==> config.mk <==
export PLATFORM = sky130hd
export DESIGN_NAME = digit_scan_counter
export DESIGN_NICKNAME = d
export VERILOG_FILES = /design/src/rtl/seg_scan_pkg.sv /design/src/rtl/scan_next_sel.sv /design/src/rtl/digit_scan_counter.sv
export SDC_FILE = /design/constraint.sdc
export NUM_CORES = 1
export LEC_CHECK = 0
export ABC_AREA = 1
export CAP_MARGIN = 20
export CORE_MARGIN = 3
export CORE_UTILIZATION = 61
export CTS_BUF_LIST = sky130_fd_sc_hd__clkbuf_8
export CTS_CLUSTER_DIAMETER = 120
export DETAILED_ROUTE_END_ITERATION = 8
export HOLD_SLACK_MARGIN = 0.02
export PLACE_DENSITY = 0.9
export SETUP_SLACK_MARGIN = 0.15
export SYNTH_ARGS = -nofsm -noshare
export SYNTH_HDL_FRONTEND = slang
export SYNTH_SLANG_ARGS = --single-unit
export TNS_END_PERCENT = 100
==> constraint.sdc <==
create_clock -name clk -period 2.7 [get_ports clk]
set_input_delay 0.405 -clock clk [delete_from_list [all_inputs] [get_ports clk]]
set_output_delay 0.405 -clock clk [all_outputs]
set_load 0.05 [all_outputs]
==> src/rtl/seg_scan_pkg.sv <==
// Shared constants and helpers for the seven-segment scan sequencer.
package seg_scan_pkg;

  // Scan direction encodings for the dir input
  localparam logic DIR_UP   = 1'b0;
  localparam logic DIR_DOWN = 1'b1;

  // Anode level that turns a digit off (anodes are active-low)
  localparam logic ANODE_OFF = 1'b1;

  // Minimum select width able to address n scan positions
  function automatic int sel_width(input int n);
    return (n > 1) ? $clog2(n) : 1;
  endfunction

endpackage

==> src/rtl/scan_next_sel.sv <==
// Masked priority search for the next scan position, both directions.
// Up: smallest enabled index above sel, else wrap to the lowest enabled one.
// Down: largest enabled index below sel, else wrap to the highest enabled one.
// With no enabled position, next_sel holds sel and wrap stays low.
module scan_next_sel
  import seg_scan_pkg::*;
#(
  parameter int DIGITS = 8,
  parameter int SEL_W  = 3
) (
  input  logic [SEL_W-1:0]  sel,
  input  logic [DIGITS-1:0] digit_mask,
  input  logic              dir,
  output logic [SEL_W-1:0]  next_sel,
  output logic              wrap,
  output logic              none_enabled
);

  int               cur;
  logic [SEL_W-1:0] lo, hi, gt, lt;
  logic             have_gt, have_lt;

  // Gather the lowest/highest enabled index and the nearest neighbours of sel
  always_comb begin
    cur     = 32'(sel);
    lo      = '0;
    hi      = '0;
    gt      = '0;
    lt      = '0;
    have_gt = 1'b0;
    have_lt = 1'b0;
    // Descending walk: last hit is the smallest qualifying index
    for (int i = DIGITS - 1; i >= 0; i--) begin
      if (digit_mask[i]) begin
        lo = SEL_W'(i);
        if (i > cur) begin
          gt      = SEL_W'(i);
          have_gt = 1'b1;
        end
      end
    end
    // Ascending walk: last hit is the largest qualifying index
    for (int i = 0; i < DIGITS; i++) begin
      if (digit_mask[i]) begin
        hi = SEL_W'(i);
        if (i < cur) begin
          lt      = SEL_W'(i);
          have_lt = 1'b1;
        end
      end
    end
  end

  // Pick the neighbour for the requested direction, or wrap
  always_comb begin
    none_enabled = (digit_mask == '0);
    next_sel     = sel;
    wrap         = 1'b0;
    if (!none_enabled) begin
      case (dir)
        DIR_UP: begin
          next_sel = have_gt ? gt : lo;
          wrap     = !have_gt;
        end
        DIR_DOWN: begin
          next_sel = have_lt ? lt : hi;
          wrap     = !have_lt;
        end
        default: begin
          next_sel = sel;
          wrap     = 1'b0;
        end
      endcase
    end
  end

endmodule

==> src/rtl/digit_scan_counter.sv <==
// Prescaled scan sequencer for a multiplexed seven-segment display.
// Drives the digit-mux select, active-low one-hot anodes, and slot/frame pulses.
// Optional feature macro: SCAN_BLANK_EN -- blanks the anodes for the first
// BLANK_CYCLES clocks of every slot to suppress ghosting between digits.
module digit_scan_counter
  import seg_scan_pkg::*;
#(
  parameter int DIGITS       = 8,
  parameter int SEL_W        = 3,
  parameter int PRESCALE     = 250000,
  parameter int BLANK_CYCLES = 1000
) (
  input  logic              clk,
  input  logic              rst,
  input  logic              en,
  input  logic              dir,
  input  logic [DIGITS-1:0] digit_mask,
  output logic [SEL_W-1:0]  sel,
  output logic [DIGITS-1:0] an,
  output logic              tick,
  output logic              frame
);

  localparam int              PS_W    = (PRESCALE > 1) ? $clog2(PRESCALE) : 1;
  localparam logic [PS_W-1:0] PS_LAST = PS_W'(PRESCALE - 1);

  // Elaboration-time parameter sanity checks
  if (SEL_W < sel_width(DIGITS)) begin : g_bad_sel_w
    $error("SEL_W too narrow for DIGITS");
  end
`ifdef SCAN_BLANK_EN
  if (BLANK_CYCLES >= PRESCALE) begin : g_bad_blank
    $error("BLANK_CYCLES must be below PRESCALE");
  end
`else
  if (BLANK_CYCLES < 0) begin : g_bad_blank
    $error("BLANK_CYCLES must not be negative");
  end
`endif

  logic [PS_W-1:0]   count, count_next;
  logic              slot_end;
  logic [SEL_W-1:0]  next_sel;
  logic              wrap, none_enabled;
  logic [DIGITS-1:0] hot, an_next;

  assign slot_end = en && (count == PS_LAST);

  // Prescaler advance: wraps at the end of a slot, frozen while disabled
  always_comb begin
    count_next = count;
    if (en) begin
      count_next = slot_end ? '0 : count + 1'b1;
    end
  end

  scan_next_sel #(
    .DIGITS(DIGITS),
    .SEL_W (SEL_W)
  ) u_next (
    .sel         (sel),
    .digit_mask  (digit_mask),
    .dir         (dir),
    .next_sel    (next_sel),
    .wrap        (wrap),
    .none_enabled(none_enabled)
  );

  // One-hot decode of the current position
  for (genvar gi = 0; gi < DIGITS; gi++) begin : g_hot
    assign hot[gi] = (sel == SEL_W'(gi));
  end

  // Anode value for the next cycle; blanking keys off the upcoming prescaler
  // value so the dark window lines up with the first cycles of the new slot
  always_comb begin
    an_next = ~(hot & digit_mask);
`ifdef SCAN_BLANK_EN
    if (int'(count_next) < BLANK_CYCLES) begin
      an_next = {DIGITS{ANODE_OFF}};
    end
`endif
  end

  // Prescaler, position and pulse registers
  always_ff @(posedge clk or posedge rst) begin
    if (rst) begin
      count <= '0;
      sel   <= '0;
      tick  <= 1'b0;
      frame <= 1'b0;
    end else begin
      count <= count_next;
      tick  <= slot_end;
      frame <= slot_end && wrap && !none_enabled;
      if (slot_end) begin
        sel <= next_sel;
      end
    end
  end

  // Anode register; reset turns every digit off without waiting for a clock
  always_ff @(posedge clk or posedge rst) begin
    if (rst) begin
      an <= {DIGITS{ANODE_OFF}};
    end else begin
      an <= an_next;
    end
  end

endmodule

==> flow_summary.toml <==
[sta]
hold_viol = 0
worst_pin_slew_ns = 0.536
relSlewSlack_pct = 64.2
hold_ws_ns = 0.499
worst_slack_ns = 0.488
setup_viol = 0
rsz0062_at_grt = "false"
setup_tns_ns = 0
fin_crit_sh_pct = 81.9
fin_skew_ns = 0.00554
max_freq_ghz = 0.452
fin_crit_ns = 2.21
drv_slew = 0

[setup_path]
crit_chain = "clkdlybuf4s50_1"
setup.worst_path.class = "register to primary output"
startpoint_type = "register"
crit_buf_inv = 1
cp_slowest_cell = "clkdlybuf4s50_1"
cp.arrival_ns = 1.81
path_max_fanout = 11
max_stage_delay_ns = 0.89
cp.required_ns = 2.30
worst_setup_path_end_kind = "primary output"
cp_top_family = "buffers and inverters"

[cells_and_area]
stdcell_area_sq_um = 2210
final_cell_count_no_fill = 306
finalNetCount = 287
multiInputGateArea_sq_um = 887
final_util_pct = 77.6
diodes = 0
seq_area_sq_um = 786
final_common_cell = "nand2_1"
layout_common_cells = "nand2_1, inv_1, nor2_1, clkdlybuf4s50_1, dfrtp_1"
fill_cells = 227
area_growth_pct = 17.8
layout-drive-gt1-share_pct = 19.3

[power]
finalPower_mw = 1.12
p_leak_nw = 1.09
switching_share_pct = 31.0
clockPowerShare_pct = 29.9
p_switching_mw = 0.348
p_comb_share_pct = 18.7
seqPwrFrac_pct = 51.4
peakVddDrop_v = 0.000296
p_int_mw = 0.775
power_density_nw_per_um2 = 507

[placement]
place_area_sq_um = 2130
place_ws_ns = 0.665
dp_hpwl_mm = 2.89
portBuffers = 24
place.gp.congestion = 0.888
placed_cells = 298

[global_routing]
grt_pass1_wl_mm = 6.11
grt_pass1_vias = 1452
grt_use_total_pct = 22.3
antenna_found_initial = 0
grt_overflow = 0
grt_start_max_net_pins = 32

[cts]
h-tree-depth = 2
cts_hold_buf = 0
cts.path.max_buffers = 2
postCtsSetupRepairBufs = 0
insertion_delay_ns = 0.28
cts_made_buffers = 5
cts_resized = 0
cts-root-buf = "clkbuf_8"
cts_sinks = 31
clk_pin_slew_ns = 0.06
cts_tree = "done"

[route]
vias = 1658
drt-total-wl_mm = 3.78
drtAntennaViolNets = 0
dr.pass1.iters = 4
vias_per_cell = 5.42
wl_per_cell_um = 12.4
drc = 0
drtIter0Drc = 90

[yosys]
syn-num-nets = 259
synth_area_leaders = "dfrtp_1, dfstp_2, nand2_1"
synth_top_cell_area_share_pct = 30.6
synth_edf_count = 0
yosysTopAreaCell = "dfrtp_1"
synthCells = 246
async_flop_share_pct = 100
ys_seq_area_share_pct = 41.8
ys_types = 28
synth_area_sq_um = 1880
ys_seq_elements = 31
synthFlopType = "dfrtp_1"
yosysWarningCount = 0
avgSynthCellArea_sq_um = 7.64

[floorplanning]
die_area_sq_um = 3780
io_pins = 25
die_width_um = 61.5
std_cell_rows = 19
die_h_um = 61.5
start_util_pct = 65.9
core-area_sq_um = 2850

[outcome]
status = "complete, no violations"

[flow_run]
drv_cap = 0

[worst_hold_path]
hp-class = "input pin to asynchronous set/reset pin"
-- cell usage after synthesis (2+ instances only) --
| master | instances |
|---|---|
| nand2_1 | 45 |
| inv_1 | 32 |
| nor2_1 | 25 |
| dfrtp_1 | 23 |
| a21oi_1 | 17 |
| nand3_1 | 16 |
| inv_2 | 12 |
| nand4_1 | 9 |
| o21ai_0 | 9 |
| dfstp_2 | 8 |
| o21ai_1 | 6 |
| xor2_1 | 6 |
| nand2_2 | 5 |
| nor2_2 | 4 |
| nor2_4 | 4 |
| buf_6 | 3 |
| nand3_2 | 3 |
| nor3_1 | 3 |
| nor3_2 | 3 |
| o21ai_2 | 3 |
| a21oi_2 | 2 |
| clkbuf_1 | 2 |
-- final cells by class --
class / instances / area share, %
multi-input combinational: 166 / 40.1
inverter: 44 / 7.46
clock inverter: 3 / 0.565
tap: 31 / 1.75
timing repair buffer: 26 / 11.5
sequential: 31 / 35.5
clock buffer: 5 / 3.11
-- power by group through the flow --
stage	combinational, mW	clock (mW)	sequential, mW
6_report	0.210	0.336	0.577
5_1_grt	0.242	0.374	0.584
4_1_cts	0.212	0.344	0.576
3_5_place_dp	0.210	0	0.584
3_3_place_gp	0.202	0	0.581
2_1_floorplan	0.152	0	0.573
-- flip-flops by register name (all words and copies together), names as in the netlist --
| register | cells |
|---|---|
| tick | 1 |
| frame | 1 |
| sel | 3 |
| an | 8 |
| count | 18 |
-- per-layer routing --
layer	vias to the layer above	global-route usage, %	wire length (um)
li1	844	-	-
met1	773	25.2	1590
met2	35	40.2	1970
met3	6	6.29	160
met4	0	7.27	61
met5	-	0	0
-- worst paths after layout --
| check | start | cells after the start | slack, ns | endpoint |
|---|---|---|---|---|
| worst max-delay path | sel[2]$_DFFE_PP0P_ | 1 | 0.49 | sel[2] |
| worst min-delay path | rst | 3 | 0.50 | count[14]$_DFFE_PP0P_ |
| worst max register to register | sel[2]$_DFFE_PP0P_ | 11 | 0.93 | sel[0]$_DFFE_PP0P_ |
| worst min register to register | count[6]$_DFFE_PP0P_ | 1 | 0.51 | count[6]$_DFFE_PP0P_ |
| max in group asynchronous | rst | 3 | 1.88 | an[4]$_DFF_PP1_ |
| min in group clk | count[6]$_DFFE_PP0P_ | 1 | 0.51 | count[6]$_DFFE_PP0P_ |
-- kinds of logic after synthesis --
family	synth area share [%]
and+or+nand+nor	30.6
buffers and inverters	11.0
AOI/OAI and AO/OA	12.7
DFF	41.8
xor gates and xnor gates	3.26
adders and majority gates	0.666
Power figures use the tool's default switching activity.
